File: config.mk
export PLATFORM = sky130hd
export DESIGN_NAME = fetch_buffer
export DESIGN_NICKNAME = d
export VERILOG_FILES = /design/src/rtl/fetch_buffer.sv
export SDC_FILE = /design/constraint.sdc
export NUM_CORES = 1
export LEC_CHECK = 0
export CAP_MARGIN = 20
export CORE_ASPECT_RATIO = 1.25
export CORE_UTILIZATION = 61
export CTS_BUF_LIST = sky130_fd_sc_hd__clkbuf_4
export CTS_CLUSTER_SIZE = 30
export DETAILED_ROUTE_END_ITERATION = 7
export PLACE_DENSITY = 0.85
export SYNTH_ARGS = -nofsm -noshare
export SYNTH_HDL_FRONTEND = slang
export SYNTH_SLANG_ARGS = --single-unit
File: constraint.sdc
create_clock -name clk -period 14.5 [get_ports clk]
set_input_delay 2.9 -clock clk [delete_from_list [all_inputs] [get_ports clk]]
set_output_delay 2.9 -clock clk [all_outputs]
set_load 0.05 [all_outputs]
File: src/rtl/fetch_buffer.sv
// Decoupled instruction-fetch stage. Fetches ISSUE_WIDTH words per cycle into a circular queue
// and drains oldest first. Define FETCH_PC_TAG_EN to store and present a fetch PC per entry.
module fetch_buffer #(
  parameter int unsigned                DATA_WIDTH  = 32,
  parameter int unsigned                ISSUE_WIDTH = 2,
  parameter int unsigned                DEPTH       = 8,
  parameter logic [DATA_WIDTH-1:0]      RESET_PC    = '0,
  localparam int unsigned               CW          = $clog2(ISSUE_WIDTH + 1),
  localparam int unsigned               OW          = $clog2(DEPTH + 1)
) (
  input  logic                          clk,
  input  logic                          rst,
  input  logic                          stall,
  input  logic                          redirect_valid,
  input  logic [DATA_WIDTH-1:0]         redirect_pc,
  output logic [DATA_WIDTH-1:0]         imem_addr,
  input  logic [ISSUE_WIDTH*DATA_WIDTH-1:0] imem_rdata,
  input  logic [CW-1:0]                 deq_count,
  output logic [ISSUE_WIDTH-1:0]        out_valid,
  output logic [ISSUE_WIDTH*DATA_WIDTH-1:0] out_instr,
`ifdef FETCH_PC_TAG_EN
  output logic [ISSUE_WIDTH*DATA_WIDTH-1:0] out_pc,
`endif
  output logic [OW-1:0]                 occupancy
);

  localparam int unsigned PW = (DEPTH > 1) ? $clog2(DEPTH) : 1;

  logic [DATA_WIDTH-1:0] r_pc;
  logic [PW-1:0]         r_head;
  logic [PW-1:0]         r_tail;
  logic [OW-1:0]         r_occ;
  logic [DATA_WIDTH-1:0] r_mem [DEPTH];
`ifdef FETCH_PC_TAG_EN
  logic [DATA_WIDTH-1:0] r_pc_mem [DEPTH];
`endif

  logic [OW-1:0] w_deq_eff;
  logic [31:0]   w_space;
  logic          w_enq;

  always_comb begin
    w_deq_eff = OW'(deq_count);
    if (w_deq_eff > r_occ) w_deq_eff = r_occ;
    if (w_deq_eff > OW'(ISSUE_WIDTH)) w_deq_eff = OW'(ISSUE_WIDTH);
    // Space freed by this cycle's dequeue is usable by this cycle's enqueue.
    w_space = 32'(DEPTH) - 32'(r_occ) + 32'(w_deq_eff);
    w_enq   = !rst && !redirect_valid && !stall && (w_space >= 32'(ISSUE_WIDTH));
  end

  always_ff @(posedge clk) begin
    if (rst) begin
      r_pc   <= RESET_PC;
      r_head <= '0;
      r_tail <= '0;
      r_occ  <= '0;
    end else if (redirect_valid) begin
      r_pc   <= {redirect_pc[DATA_WIDTH-1:2], 2'b00};
      r_head <= '0;
      r_tail <= '0;
      r_occ  <= '0;
    end else begin
      if (w_enq) begin
        r_tail <= r_tail + PW'(ISSUE_WIDTH);
        r_pc   <= r_pc + DATA_WIDTH'(4 * ISSUE_WIDTH);
      end
      r_head <= r_head + PW'(w_deq_eff);
      r_occ  <= r_occ + (w_enq ? OW'(ISSUE_WIDTH) : OW'(0)) - w_deq_eff;
    end
  end

  // Entry storage needs no reset; stale entries are masked by occupancy.
  always_ff @(posedge clk) begin
    if (w_enq) begin
      for (int i = 0; i < ISSUE_WIDTH; i++) begin
        r_mem[r_tail + PW'(i)] <= imem_rdata[i*DATA_WIDTH +: DATA_WIDTH];
`ifdef FETCH_PC_TAG_EN
        r_pc_mem[r_tail + PW'(i)] <= r_pc + DATA_WIDTH'(4 * i);
`endif
      end
    end
  end

  always_comb begin
    out_valid = '0;
    out_instr = '0;
`ifdef FETCH_PC_TAG_EN
    out_pc    = '0;
`endif
    for (int i = 0; i < ISSUE_WIDTH; i++) begin
      if (OW'(i) < r_occ) begin
        out_valid[i] = 1'b1;
        out_instr[i*DATA_WIDTH +: DATA_WIDTH] = r_mem[r_head + PW'(i)];
`ifdef FETCH_PC_TAG_EN
        out_pc[i*DATA_WIDTH +: DATA_WIDTH] = r_pc_mem[r_head + PW'(i)];
`endif
      end
    end
  end

  assign imem_addr = r_pc;
  assign occupancy = r_occ;

endmodule
Word-level counts from Yosys, hierarchy flattened
Memory sizes are Yosys's and may differ from the RTL's. A register that Yosys moved wholly into a read port is not among the register bits. Cells that the tools add are included.

RAM bits: 256. Bits of input ports: 102. Logic and storage cells: 40. Memories: 1. Flip-flop bits (word level): 42. Output and inout bits: 102.

Multiplexer cells: 12. Add/subtract/negate cells: 9. $lt $le $gt $ge: 5. Reductions and logical operators: 8.

Memory list: r_mem (depth 8, width 32, read ports 2, clocked after memory_dff 1, write ports 2, RTL line 33) `logic [DATA_WIDTH-1:0] r_mem [DEPTH];`.

Operator list (count): 2-to-1 mux 32 bit (4); adder 32 x 4 -> 32 bit (second input constant) (1); greater-or-equal comparator 32 x 2 -> 1 bit (second input constant) (1); < comparator 1 x 4 -> 1 bit (first input constant) (2); 2-to-1 mux 4 bit (2); adder 3 x 1 -> 3 bit (second input constant) (2); adder 5 x 5 -> 6 bit (1); subtractor 4 x 4 -> 5 bit (first input constant) (1); adder 4 x 2 -> 4 bit (1); > comparator 2 x 4 -> 1 bit (1); > comparator 4 x 2 -> 1 bit (second input constant) (1); 2-to-1 mux 1 bit (4); subtractor 4 bit (1); adder 3 x 2 -> 3 bit (second input constant) (1); adder 3 bit (1); logical AND 1 bit (3); zero test 1 bit (3); 2-to-1 mux 3 bit (1); 2-to-1 mux 2 bit (1); nonzero test 2 bit (1); OR reduction 2 bit (1).

Longest topological paths before layout
Gate-level depths: netlist (run 1).

Word-level depth: 10. Depth in mapped cells: 21. Depth with buffers taken out: 19.

Least setup slack after synthesis (run 1)
No wires, ideal clock.

Path type: input port to flip-flop. Start: input deq_count[1]. End: memory r_mem[0][0] (enable). Arrival time: 7150 ps. Slack: 6921 ps. Library setup time: 429 ps. Required time: 14071 ps. Path buffers: 2. Stages on the path: 14. Cell sequence: ha_1 nor2b_1 o211ai_1 o21ai_0 nor2_1 ha_1 inv_1 fa_1 xor2_1 a21oi_1 a211o_1 buf_2 buf_1 and3_1.

RTL lines: from (decl) (RTL line 18) `input logic [CW-1:0] deq_count,`; to (decl) (RTL line 33).

==> results.py, run 1 <==
metrics = {
    "route": {
        "vias": 9349,
        "post_drt_wl_per_cell_um": 21.5,
        "drt_wl_total_mm": 32.0,
        "first_pass_iters": 8,
        "drc_errors": 17,
        "drtAntennaViolNets": 0,
        "avgViaCountPerCell": 6.28,
        "first_iter_violations": 658,
    },
    "clock_network": {
        "clk_latency_ps": 680,
        "postCtsSetupBuffers": 0,
        "root_buffer": "clkbuf_4",
        "numCtsBuffers": 73,
        "cts_resized": 0,
        "clk_pin_slew_ps": 60,
        "cts.sinks": 295,
        "cts_tree": "built",
        "cts-hold-fix-buffers": 0,
        "cts_max_path_buffers": 3,
        "htree_levels": 3,
    },
    "final_layout": {
        "area_growth_pct": 22.3,
        "nets": 1267,
        "utilization": 0.761,
        "drive_above_1_share": 0.237,
        "fin_area_um2": 17500,
    },
    "timing": {
        "hold_viol": 0,
        "setup_tns_ps": 0,
        "worst_pin_slew_ps": 1020,
        "drv_slew": 0,
        "fmax_mhz": 136,
        "grt_setup_unrepaired": "no",
        "finalCritPeriodShare": 0.507,
        "fin_crit_ps": 7350,
        "setup_viol": 0,
        "clock_skew_ps": 49.5,
        "slew_headroom": 0.318,
    },
    "grt": {
        "grt_overflow": 0,
        "grt_start_max_net_pins": 66,
        "first_global_vias": 9871,
        "gr-usage-all-layers": 0.276,
        "antenna_found_initial": 3,
        "grt_pass1_wl_mm": 50.8,
    },
    "synthesis": {
        "syn-mean-instance-area_um2": 15.6,
        "netlist_top_cells_count": "edfxtp_1, mux4_2, nand2_1, nor2_1, a21oi_1",
        "yosysSeqAreaShare": 0.591,
        "synth_area_um2": 14300,
        "synthesis.instances": 919,
        "yosysMostFrequentCell": "edfxtp_1",
        "ys_ff_latch": 295,
        "async_reset_ff_frac": 0,
        "synth.top_cell.area_share": 0.536,
        "synth-edff-count": 256,
        "yosys_warnings": 0,
        "synth_largest_area_cell": "edfxtp_1",
        "ys.flop_type": "edfxtp_1",
        "netlist_top_cells_area": "edfxtp_1, mux4_2, dfxtp_1",
        "ys_types": 64,
    },
    "die": {
        "die_w_um": 139,
        "fp.coreArea_um2": 23000,
        "initial_core_util": 0.622,
        "std_cell_rows": 62,
        "pin_count": 204,
        "die_h_um": 173,
        "die-area_um2": 24100,
    },
    "placed_design": {
        "hpwl_mm": 19.3,
        "placed_area_um2": 16600,
        "gp_congestion": 0.799,
        "place.port_buffers": 199,
    },
    "worst_setup_path": {
        "crit_required_ps": 11600,
        "critPathArrivalTime_ps": 4450,
        "worstSetupPathType": "flop to output pin",
        "crit_path_end_kind": "output pin",
        "cp-start-kind": "flop",
        "cp_max_fo": 65,
    },
    "outcome": {
        "status": "finished, violations left",
        "violations": "design-rule violations",
    },
    "power": {
        "ir_drop_v": 0.000121,
        "finalPower_mw": 3.02,
        "p_leak_nw": 5.63,
        "power_density_nw_per_um2": 172,
    },
    "min_path": {
        "hp-class": "flop to flop",
    },
    "job": {
        "maxCapViolCount": 0,
    },
}
power breakdown:
part | switching, mW | leakage, nW | internal [mW] | total, mW
Clock | 0.327 | 0.559 | 0.364 | 0.692
Combinational | 0.783 | 2.43 | 0.500 | 1.28
Sequential | 0.0435 | 2.64 | 1.00 | 1.04
layout by cell type (no fill, tap or decap), types with 12 or more instances in the layout:
| master | netlist | routed |
|---|---|---|
| a311oi_1 | 19 | 19 |
| a21oi_1 | 40 | 40 |
| edfxtp_1 | 256 | 256 |
| dfxtp_1 | 39 | 36 |
| nor2_1 | 65 | 65 |
| inv_1 | 29 | 29 |
| ha_1 | 18 | 17 |
| mux2i_1 | 34 | 34 |
| clkdlybuf4s50_1 | 0 | 199 |
| clkinv_1 | 0 | 12 |
| nand2_1 | 87 | 87 |
| clkbuf_4 | 0 | 109 |
| buf_4 | 4 | 12 |
| mux4_2 | 128 | 128 |
kinds of logic (layout without fill, tap and decap cells):
group / after synthesis / in the layout / share of synthesized area
and+or+nand+nor: 225 / 225 / 0.0758
other: 1 / 6 / 0.000262
adders and majority gates: 22 / 22 / 0.0213
buffers and inverters: 95 / 371 / 0.0285
xor gates and xnor gates: 9 / 9 / 0.00550
AOI/OAI and AO/OA: 110 / 110 / 0.0532
muxes: 162 / 162 / 0.225
DFF: 295 / 295 / 0.591
through the flow:
step	std cells	worst slack, ps	hold slack, ps
finish	1488	7150	506
global route	1488	6820	548
CTS	1486	7040	510
detailed placement	1356	6610	495
global placement	1355	6690	476
floorplan	922	6920	469
layer usage:
layer	GRT usage	up-vias	part of all wire
met5	0	-	0.00028
met4	0.121	2	0.027
met3	0.0550	74	0.070
met2	0.487	423	0.53
met1	0.331	4677	0.37
li1	-	4173	-
flip-flops by register name, summed over array words and instances (netlist names):
name / flops
imem_addr: 30
r_mem: 256
occupancy: 4
r_head: 3
r_tail: 2
worst max-delay path, stage by stage (launching register included):
cell             delay, ps
dfxtp_4                540
buf_4                  820
buf_4                  740
mux4_2                 620
mux2i_1                170
nor2_1                  80
clkdlybuf4s50_1        750
worst paths after layout:
| path | from | end | slack [ps] | cells after the start |
|---|---|---|---|---|
| worst max-delay path | r_head[0] | out_instr[25] | 7150 | 6 |
| worst min-delay path | imem_addr[2] | imem_addr[2] | 510 | 2 |
| worst max register to register | occupancy[1] | r_mem[0][23] | 9330 | 13 |
| worst min register to register | imem_addr[2] | imem_addr[2] | 510 | 2 |
area by class of cell:
class / instances / area [um^2]
well taps: 288 / 360
clock inverters: 21 / 126
diodes: 2 / 5.00
flip-flops and latches: 295 / 8480
inverters: 29 / 109
fillers: 1404 / 5500
repair buffers: 212 / 2100
clock buffers: 109 / 818
multi-input cells: 532 / 5550
Power figures use the tool's default switching activity.
==> run 2: changes to the inputs <==
Settings changed: CORE_UTILIZATION 61 to 51, PLACE_DENSITY 0.85 to 0.75.
Clock period 14.5 ns to 6.5 ns, I/O delays scaled along.
==> run 2 against run 1 <==
Net effect:
- worst setup slack got worse by 5700 ps
- sequential share of layout area shrank 0.53 points
- via count is 0.18% lower
- wire length is 2.4% higher
- critical endpoint is now occupancy[3]
- first-iteration DRC count shrank 9.1%
- combinational power increased by 130%
- the flow still finishes with violations (design-rule violations)
- sequential cell count unchanged
- global-route usage fell by 4.2 points
- critical path depth is 12 higher
==> results.py, run 2 (synthesis gave the netlist of run 1 again) <==
metrics = {
    "final_layout": {
        "fin_area_um2": 17700,
        "final_common_cell": "edfxtp_1",
        "drive_above_1_share": 0.235,
        "regMostFlops": "r_mem",
        "final_cell_mix": "edfxtp_1, clkdlybuf4s50_1, mux4_2, clkbuf_4, nand2_1",
        "largest_reg_flops": 256,
        "fillers": 2004,
        "area_growth_pct": 23.7,
        "nets": 1274,
    },
    "worst_setup_path": {
        "worstSetupPathType": "input pin to flop",
        "cp_max_fo": 4,
        "path_cells": "clkdlybuf4s50_1, ha_1, nor2b_1, o211ai_1, o21ai_0, nor2_1, ha_1, inv_1, fa_1, xor2_1, a21oi_1, a211oi_4, nor2_1, fa_1, ha_1, fa_1, xor2_1, nor2_1",
        "critPathSlowestCell": "clkdlybuf4s50_1",
        "cp_slowest_stage_delay_ps": 440,
        "crit_required_ps": 7050,
        "critPathArrivalTime_ps": 5630,
        "cp-start-kind": "input pin",
        "crit_path_end_kind": "flop",
    },
    "clock_network": {
        "postCtsSetupBuffers": 0,
        "htree_levels": 3,
        "cts_resized": 0,
        "clk_latency_ps": 680,
        "clk_pin_slew_ps": 60,
        "cts_tree": "built",
        "cts_max_path_buffers": 3,
        "root_buffer": "clkbuf_4",
        "numCtsBuffers": 73,
        "cts.sinks": 295,
        "cts-hold-fix-buffers": 0,
    },
    "die": {
        "initial_core_util": 0.518,
        "pin_count": 204,
        "die_h_um": 189,
        "fp.coreArea_um2": 27700,
        "die_w_um": 152,
        "die-area_um2": 28800,
        "std_cell_rows": 68,
    },
    "placed_design": {
        "placed_area_um2": 16800,
        "place.port_buffers": 199,
        "gp_congestion": 0.788,
        "hpwl_mm": 20.4,
    },
    "grt": {
        "gr-usage-all-layers": 0.235,
        "antenna_found_initial": 3,
        "grt_overflow": 0,
        "first_global_vias": 9838,
        "grt_pass1_wl_mm": 51.6,
        "grt_start_max_net_pins": 130,
    },
    "route": {
        "drtAntennaViolNets": 0,
        "post_drt_wl_per_cell_um": 21.2,
        "first_iter_violations": 598,
        "first_pass_iters": 8,
        "vias": 9332,
        "avgViaCountPerCell": 6.02,
        "drt_wl_total_mm": 32.8,
        "drc_errors": 34,
    },
    "timing": {
        "hold_viol": 0,
        "fmax_mhz": 197,
        "finalCritPeriodShare": 0.781,
        "drv_slew": 0,
        "worst_pin_slew_ps": 1050,
        "setup_viol": 0,
        "setup_tns_ps": 0,
        "grt_setup_unrepaired": "no",
        "fin_crit_ps": 5080,
        "clock_skew_ps": 30.2,
        "slew_headroom": 0.297,
    },
    "job": {
        "maxCapViolCount": 0,
    },
    "power": {
        "ir_drop_v": 0.000298,
        "power_density_nw_per_um2": 382,
        "p_leak_nw": 5.67,
    },
    "min_path": {
        "hp-class": "flop to flop",
    },
    "outcome": {
        "status": "finished, violations left",
        "violations": "design-rule violations",
    },
}
==> run 2: cell count changes in the layout (fill, tap and decap cells not counted), sizes merged <==
cell / change
buf: +7
diode: -1
clkinvlp: -1
bufinv: +2
clkbuf: -6
clkinv: -2
==> run 2: where the power goes <==
group / internal [mW] / switching (mW) / total (mW)
combinational: 1.14 / 1.77 / 2.91
clock: 0.846 / 0.702 / 1.55
sequential: 2.23 / 0.0874 / 2.31
==> run 2: critical path, delay by kind of cell <==
kind                     cells  cell delay [ps]
AND/OR/NAND/NOR              4              600
buffers and inverters        2              500
AO/OA/AOI/OAI                4              930
XOR/XNOR                     2              330
adder cells (fa/ha/maj)      6             1960
==> run 2: layout make-up <==
class / instances / area (um^2) / share of cell area
Inverter: 29 / 109 / 0.00614
Antenna cell: 1 / 2.50 / 0.000141
Multi-Input combinational cell: 532 / 5550 / 0.313
Timing Repair Buffer: 219 / 2230 / 0.126
Clock buffer: 103 / 773 / 0.0436
Clock inverter: 20 / 159 / 0.00896
Sequential cell: 295 / 8480 / 0.478
Tap cell: 350 / 438 / 0.0247
==> run 2: layer usage <==
layer	part of all wire	GRT usage	vias to the layer above
met1	0.37	0.275	4678
met5	0.00070	0	-
met3	0.081	0.0561	74
met4	0.028	0.109	4
li1	-	-	4196
met2	0.52	0.410	380
==> run 2: path summary, 6_finish.rpt <==
path	cells after the start	endpoint	startpoint	slack, ps
worst min-delay path	2	r_tail[2]	r_tail[2]	500
worst min register to register	2	r_tail[2]	r_tail[2]	500
worst max-delay path	18	occupancy[3]	deq_count[1]	1420
worst max register to register	18	occupancy[3]	occupancy[1]	1890
==> run 2: through the flow <==
step / hold slack (ps) / util / instances / total power, mW / setup slack [ps]
floorplan: 469 / - / 922 / 4.39 / 521
global placement: 473 / 0.608 / 1425 / 5.24 / 804
detailed placement: 495 / 0.608 / 1425 / 5.28 / 726
CTS: 502 / 0.641 / 1548 / 6.85 / 1330
global route: 535 / 0.641 / 1549 / 7.11 / 1100
finish: 499 / 0.641 / 1549 / 6.77 / 1420
